[src/rtl/ir_queue.sv]
// Instruction register plus prefetch queue: packs NBYTES bus bytes (MS byte first) into one
// instruction word and buffers up to DEPTH words for the decoder under valid/ready.
module ir_queue #(
  parameter int DATA_W = 8,
  parameter int NBYTES = 2,
  parameter int DEPTH  = 4,
  localparam int IW = DATA_W * NBYTES,
  localparam int PW = IW - DATA_W,
  localparam int SW = $clog2(NBYTES),
  localparam int CW = $clog2(DEPTH + 1),
  localparam int AW = $clog2(DEPTH)
) (
  input  logic              clk,
  input  logic              rst_clk,
  input  logic              flush,
  input  logic [DATA_W-1:0] data,
  input  logic              data_valid,
  output logic              data_ready,
  output logic [IW-1:0]     op_ir,
  output logic              op_valid,
  input  logic              op_ready,
  output logic [SW-1:0]     state,
  output logic [CW-1:0]     count
);

  logic [SW-1:0] state_q, state_d;
  logic [PW-1:0] partial_q, partial_d;
  logic [CW-1:0] count_q, count_d;
  logic [AW-1:0] wrPtr_q, wrPtr_d;
  logic [AW-1:0] rdPtr_q, rdPtr_d;
  logic [IW-1:0] mem_q [DEPTH];

  logic lastSlot;
  logic transfer;
  logic push;
  logic pop;

  assign lastSlot   = (state_q == SW'(NBYTES - 1));
  assign data_ready = !(lastSlot && (count_q == CW'(DEPTH)));
  assign op_valid   = (count_q != '0);
  assign op_ir      = op_valid ? mem_q[rdPtr_q] : '0;
  assign state      = state_q;
  assign count      = count_q;

  assign transfer = data_valid && data_ready && !flush;
  assign push     = transfer && lastSlot;
  assign pop      = op_valid && op_ready && !flush;

  always_comb begin
    state_d   = state_q;
    partial_d = partial_q;
    count_d   = count_q;
    wrPtr_d   = wrPtr_q;
    rdPtr_d   = rdPtr_q;
    if (flush) begin
      state_d   = '0;
      partial_d = '0;
      count_d   = '0;
      wrPtr_d   = '0;
      rdPtr_d   = '0;
    end else begin
      if (transfer) begin
        if (lastSlot) begin
          state_d   = '0;
          partial_d = '0;
        end else begin
          // Slot 0 is the most significant byte of the assembled word.
          partial_d[PW - 1 - int'(state_q) * DATA_W -: DATA_W] = data;
          state_d = state_q + SW'(1);
        end
      end
      if (push) wrPtr_d = wrPtr_q + AW'(1);
      if (pop)  rdPtr_d = rdPtr_q + AW'(1);
      case ({push, pop})
        2'b10:   count_d = count_q + CW'(1);
        2'b01:   count_d = count_q - CW'(1);
        default: count_d = count_q;
      endcase
    end
  end

  always_ff @(posedge clk) begin
    if (rst_clk) begin
      state_q   <= '0;
      partial_q <= '0;
      count_q   <= '0;
      wrPtr_q   <= '0;
      rdPtr_q   <= '0;
      for (int i = 0; i < DEPTH; i++) mem_q[i] <= '0;
    end else begin
      state_q   <= state_d;
      partial_q <= partial_d;
      count_q   <= count_d;
      wrPtr_q   <= wrPtr_d;
      rdPtr_q   <= rdPtr_d;
      if (push) mem_q[wrPtr_q] <= {partial_q, data};
    end
  end

endmodule
[config.mk]
export PLATFORM = sky130hd
export DESIGN_NAME = ir_queue
export DESIGN_NICKNAME = d
export VERILOG_FILES = /design/src/rtl/ir_queue.sv
export SDC_FILE = /design/constraint.sdc
export NUM_CORES = 1
export LEC_CHECK = 0
export ABC_AREA = 1
export CORE_MARGIN = 4
export CORE_UTILIZATION = 37
export CTS_CLUSTER_DIAMETER = 150
export CTS_CLUSTER_SIZE = 8
export DETAILED_ROUTE_END_ITERATION = 7
export PLACE_DENSITY_LB_ADDON = 0.25
export RECOVER_POWER = 100
export SYNTH_ARGS = -nofsm -noshare
export SYNTH_HDL_FRONTEND = slang
export SYNTH_SLANG_ARGS = --single-unit
[constraint.sdc]
create_clock -name clk -period 4.5 [get_ports clk]
set_clock_uncertainty 0.05 [all_clocks]
set_input_delay 0.45 -clock clk [delete_from_list [all_inputs] [get_ports clk]]
set_output_delay 0.45 -clock clk [all_outputs]
set_load 0.01 [all_outputs]
; Word-level counts from Yosys, hierarchy flattened
; Memories as Yosys holds them, arrays and structs flattened. A register that Yosys moved wholly into a read port is not among the register bits.
; Index checks and enable logic that the tools add are counted.
[op_classes]
n_reduce_logical = 12
muxes = 15
n_shift = 2
add_sub_neg = 7
n_eq_ne = 3
[op_table]
columns = operator, n
row1 = $neg A5 Y33, 1
row2 = $shift A8 B33 Y15 const A, 1
row3 = $shiftx A8 B33 Y15, 1
row4 = $mux W16, 2
row5 = $reduce_or A16 Y1, 1
row6 = $bwmux W8, 1
row7 = $mux W8, 1
row8 = $mux W1, 7
row9 = $logic_and A1 B1 Y1, 6
row10 = $mux W2, 3
row11 = $pmux W3 S2, 1
row12 = $sub A3 B4 Y5 const A, 1
row13 = $add A2 B1 Y2 const B, 2
row14 = $add A3 B1 Y3 const B, 1
row15 = $eq A3 B3 Y1 const B, 1
row16 = $reduce_bool A3 Y1, 1
row17 = $sub A3 B1 Y3 const B, 1
row18 = $eq A2 B1 Y1 const B, 1
row19 = $eq A2 B2 Y1 const B, 1
row20 = $logic_not A1 Y1, 2
row21 = $reduce_bool A2 Y1, 1
row22 = $reduce_or A2 Y1, 1
row23 = $add A1 B1 Y1 const B, 1
[word_totals]
input_bits = 13
mem_count = 1
ff_bits = 16
output_inout_bits = 22
elab_cells = 45
mem_bits_rw = 64
[mem_list]
columns = memory, words, width, read_ports, rd_ports_with_merged_regs, wr, line
row1 = mem_q, 4, 16, 1, 1, 4, 31  ; logic [IW-1:0] mem_q [DEPTH];

; Longest topological paths before layout
; Gate-level depths: netlist (run 1).
[logic_depth]
word_depth = 11
mapped_depth = 12
mapped_depth_nobuf = 12

; Worst setup path before layout (run 1)
; Ideal clock, no wire load.
[synth_timing]
path_type = input-to-reg
start = in data_valid
end = mem mem_q[1][0] (netlist name), enable pin
t_arrival_ns = 2.062
path_buffers = 1
setup_ns = 0.411
path_slack_ns = 1.976
cell_stages = 5
t_required_ns = 4.039
path_cell_list = buf_6 > inv_2 > nor2_8 > nand3_4 > o21ai_0
[synth_lines]
columns = item, line
row1 = start: declaration, 17  ; input logic data_valid,
row2 = end: declaration, 31

==> metrics.cfg, run 1 <==
[power]
p_per_area_nw_per_um2=345
ir_drop_v=0.000190
power.total_mw=1.48
p_leak_nw=1.61

[floorplan]
fp.coreArea_um2=9770
dieArea_um2=11700
die_w_um=108
initial_core_util_pct=38.1
die_y_um=108
ioPinCount=35
row_count=36

[placed_design]
port_buffers=34
post-place-ws_ps=1680
dpl-instance-area_um2=4150
placed_cells=543
gp_congestion=0.781
hpwl_mm=5.69

[clocking]
cts_buffers=9
htreeDepth=3
cts_tree=built
cts_root_buf=clkbuf_8
clk_pin_slew_ps=80
numClockSinks=82
holdBufCountCts=0
postCtsSetupBuffers=0
clk_latency_ps=350
cts_resized=0
cts_max_path_buffers=2

[synthesis]
synthXorXnorAreaFrac_pct=0.235
synth_simple_gate_area_share_pct=22.3
synth_top_family_by_area=simple AND/OR/NAND/NOR gates
synth.area.mux_share_pct=0
seq_area_frac_synth_pct=61.3
synth_top_area_share_pct=51.6
synth.most_common_cell=nor2_1
ys_async_sr_fraction_pct=0
synth_compound_area_share_pct=8.68
synth_edf_count=64
synth_area_per_cell_um2=9.52
ys_ff_latch=82
synthCells=391
ys.flop_type=edfxtp_1
syn_nets=406
synth_top_area_cell=edfxtp_1
synthTopCellsByCount=nor2_1 (112), edfxtp_1 (64), inv_1 (36)
netlist_area_um2=3720
yosysWarningCount=0
yosys.area_share.adder_pct=0.874
synthTopCellsByArea=edfxtp_1 (52%), nor2_1 (11%), dfxtp_1 (9.7%), o21ai_0 (4.7%), a21oi_1 (3.8%)
synthDistinctLibCells=25

[timing]
fmax_mhz=306
hold_violations=0
setup_tns_ps=0
setup_viol=0
min_period_ps=3270
fin_ws_ps=1230
rsz0062_at_grt=false
fin_crit_sh_pct=72.6
tightest_slew_ps=1360
drv_slew=0
relSlewSlack_pct=9.40

[setup_path]
end_kind=flip-flop
start_kind=input pin
r2r-start=count[1]
cp.arrival_ps=3190
max_stage_delay_ps=720
r2r_setup_slack_ps=1830
rr_endpoint=mem_q[2][5]
reg2regPathDepth=6
crit_chain=dlygate4sd3_1, inv_1, nor2_1, nand3_1, nor2_1, nand2_1, nand2_1
path_buf_inv=2
path_max_fanout=16
slowest_stage=dlygate4sd3_1
cp_top_family=simple AND/OR/NAND/NOR gates
crit_required_ps=4430
crit_type=input pin to flip-flop

[finish]
finalNonFillerCells=559
drive_gt1_share_pct=5.87
final_area_um2=4300
multiInputGateArea_um2=1140
nets=436
diodes=0
ff_latch_area_um2=2280
syn_to_final_growth_pct=15.6
fillerInstances=959

[drt]
drc_errors=0
vias=2712
drtIter0Drc=147
vias_per_cell=4.85
wire_per_inst_um=14.8
dr.pass1.iters=5
antenna_left=0
wirelength_mm=8.30

[grt]
overflow=0
grt_pass1_wl_mm=13.5
antenna_found_initial=0
grt_usage_pct=15.1
grt_max_degree=34
grt_pass1_vias=2716

[worst_hold_path]
hold_end=partial_q[0]
min_from=partial_q[0]
whs_path_depth=2
hold_class=flip-flop to flip-flop

[flow_run]
drv_cap=0

[status]
status=finished, final reports clean

[power breakdown]
group          leakage, nW  switching (mW)  internal (mW)
registers            0.807         0.00731          0.836
logic                0.691          0.0476         0.0217
clock network        0.110           0.253          0.316
total                 1.61           0.308           1.17
[cell type report]
class,instances,area share [%]
clock buffer,14,4.25
clock inverter,2,0.786
inverter,38,3.32
multi-input combinational,253,26.4
sequential,82,53.1
tap,133,3.87
timing repair buffer,37,8.26
[tightest hold or removal path, delay by kind of cell (launching register included)]
kind | cells | cell delay, ps
flip-flops | 1 | 310
AND/OR/NAND/NOR | 1 | 60
AO/OA/AOI/OAI | 1 | 50
[stage by stage]
step	util, %	hold slack [ps]
floorplan	-	391
global placement	42.4	405
detailed placement	42.4	406
CTS	44.6	417
global route	44.0	432
finish	44.0	417
[layer usage]
metal | share of wire, % | vias up | GRT usage, %
met5 | 0 | - | 0
met4 | 1.0 | 0 | 4.42
met3 | 4.7 | 6 | 3.58
met2 | 47 | 65 | 24.6
met1 | 47 | 1284 | 20.1
li1 | - | 1357 | -
[cell usage in the layout (no fill, tap or decap), types with 2 or more instances in the layout]
cell type        instances
o21ai_0                 35
nand2_1                 33
nor2_1                 114
dfxtp_1                 18
nand4_1                 11
clkbuf_8                13
clkdlybuf4s50_1         11
a21oi_1                 28
edfxtp_1                64
dlygate4sd3_1           23
nor2_2                   9
clkbuf_1                 3
inv_1                   38
nor3_1                  16
nand3_1                  2
[worst max-delay path by stage]
stage | from | end | slack [ps] | cells past startpoint
after floorplan | data_valid | mem_q[1][0] | 1980 | 5
after global placement | data_valid | mem_q[2][8] | 1760 | 7
after detailed placement | data_valid | mem_q[2][6] | 1680 | 7
after CTS | flip-flop | op_ir[8] | 1420 | 5
after global routing | data_valid | mem_q[2][0] | 900 | 7
final | data_valid | mem_q[2][5] | 1230 | 7
[sequential cells by signal, summed over array words and instances, names as in the netlist, named ones only]
name / count
mem_q: 64
partial_q: 8
count: 3
rdPtr_q: 2
wrPtr_q: 2
state: 1
[cells by family after synthesis]
family / count (synthesis)
compound gates: 64
flops: 82
buf+inv: 56
simple gates: 186
xor+xnor: 1
fa+ha+maj: 2
Power figures use the tool's default switching activity.
==> run 2: changes to the inputs <==
clock period = 3.28 ns   (was 4.5 ns; I/O delays follow)
==> run 2 against run 1 <==
Effect of this change: critical path depth did not move; wire length fell by 1.5%; sequential share of layout area fell by 0.23 points; count of clock-buffer cells in the layout fell by 3; non-clock buffer count rose by 2; sequential cell count did not move; combinational power rose by 40%; global-route usage fell by 0.20 points; worst hold slack barely moved; via count fell by 1.3%; worst setup slack got worse by 860 ps; cell area rose by 0.44%; largest power group unchanged.
==> metrics.cfg, run 2 (synthesized netlist as in run 1, its figures left out) <==
[status]
status=finished, final reports clean

[finish]
fin_util_pct=44.2  ; +0.19 points
diodes=0  ; unchanged
drive_gt1_share_pct=6.78  ; +0.91 points
syn_to_final_growth_pct=16.1
top_register=mem_q
layout_common_cells=nor2_1 (113), edfxtp_1 (64), inv_1 (37)
largest_reg_flops=64  ; unchanged
nets=438  ; +0.46%
fillerInstances=973  ; +1.5%
final_common_cell=nor2_1

[setup_path]
slowest_stage=dlygate4sd3_1
cp.arrival_ps=2830  ; -360 ps
max_stage_delay_ps=740  ; +20 ps
start_kind=input pin
end_kind=flip-flop
crit_required_ps=3200  ; -1230 ps
crit_type=input pin to flip-flop
crit_chain=dlygate4sd3_1, inv_2, nor2_8, nand3_4, nor2_1, nand2_1, nand2_1
path_max_fanout=16  ; unchanged
crit_top_cell=nand2_1

[drt]
dr.pass1.iters=4  ; -1
antenna_left=0  ; unchanged
drc_errors=0  ; unchanged
wirelength_mm=8.17  ; -1.5%
vias_per_cell=4.77  ; -1.6%
wire_per_inst_um=14.6  ; -1.9%
vias=2677  ; -1.3%
drtIter0Drc=145  ; -1.4%

[timing]
whs_ps=417  ; -0.211 ps
setup_tns_ps=0  ; unchanged
fin_crit_sh_pct=88.5
fmax_mhz=344
relSlewSlack_pct=12.0  ; +2.6 points
fin_ws_ps=376  ; -857 ps
drv_slew=0  ; unchanged
rsz0062_at_grt=false
min_period_ps=2900
hold_violations=0  ; unchanged
tightest_slew_ps=1320  ; -39.0 ps
setup_viol=0  ; unchanged

[floorplan]
fp.coreArea_um2=9770  ; unchanged
die_y_um=108  ; unchanged
dieArea_um2=11700  ; unchanged
die_w_um=108  ; unchanged
row_count=36  ; unchanged
initial_core_util_pct=38.1  ; unchanged
ioPinCount=35  ; unchanged

[clocking]
cts_root_buf=clkbuf_8
cts_resized=0  ; unchanged
numClockSinks=82  ; unchanged
holdBufCountCts=0  ; unchanged
cts_max_path_buffers=2  ; unchanged
cts_tree=built
htreeDepth=3  ; unchanged
clk_latency_ps=340  ; about the same
cts_buffers=9  ; unchanged
clk_pin_slew_ps=80  ; about the same
postCtsSetupBuffers=0  ; unchanged

[grt]
use_met2_pct=24.6  ; unchanged
grt-busiest-layer=met2
use_met1_pct=20.0  ; -0.11 points
grt_usage_pct=14.9  ; -0.20 points
grt_max_degree=34  ; unchanged
overflow=0  ; unchanged
antenna_found_initial=0  ; unchanged
grt_pass1_vias=2777  ; +2.2%
grt_pass1_wl_mm=13.5  ; -0.35%
grt_util_met3_pct=2.33  ; -1.3 points

[power]
power.total_mw=1.98  ; +33%
p_leak_nw=1.61  ; about the same
p_per_area_nw_per_um2=457  ; +33%
ir_drop_v=0.000182  ; -3.9%

[placed_design]
post-place-ws_ps=587  ; -1090 ps
hpwl_mm=5.69  ; about the same
gp_congestion=0.763  ; -2.3%
port_buffers=34  ; unchanged

[flow_run]
drv_cap=0  ; unchanged

[worst_hold_path]
hold_class=flip-flop to flip-flop

run 2: routing by layer:
metal | part of all wire [%] | vias up
li1 | - | 1360
met1 | 48 | 1250
met2 | 46 | 56
met3 | 4.2 | 11
met4 | 1.4 | 0
met5 | 0 | -
run 2: per-stage QoR:
step / cells / area [um2]
global route: 561 / 4320
floorplan: 391 / 3720
finish: 561 / 4320
detailed placement: 545 / 4160
global placement: 545 / 4160
CTS: 561 / 4360
run 2: final timing paths:
check	startpoint	to	slack, ps	cells after the start
min	partial_q[4]	partial_q[4]	420	2
max	data_valid	mem_q[2][0]	380	7
min reg2reg	partial_q[4]	partial_q[4]	420	2
max reg2reg	count[1]	mem_q[2][0]	730	6
run 2: power breakdown:
group	internal (mW)	switching, mW
combinational	0.0308	0.0663
sequential	1.15	0.0107
clock	0.369	0.352
total	1.55	0.429
run 2: cell type report:
cell class | count | area, um2 | area share, %
inverters | 38 | 143 | 3.30
well taps | 133 | 166 | 3.85
multi-input cells | 253 | 1170 | 27.0
repair buffers | 39 | 367 | 8.49
flip-flops and latches | 82 | 2280 | 52.8
clock inverters | 5 | 53.8 | 1.25
clock buffers | 11 | 141 | 3.27
run 2: worst max-delay path: cells and delay by family:
| family | cells | cell delay, ps |
|---|---|---|
| buffers and inverters | 2 | 850 |
| and+or+nand+nor | 5 | 1640 |
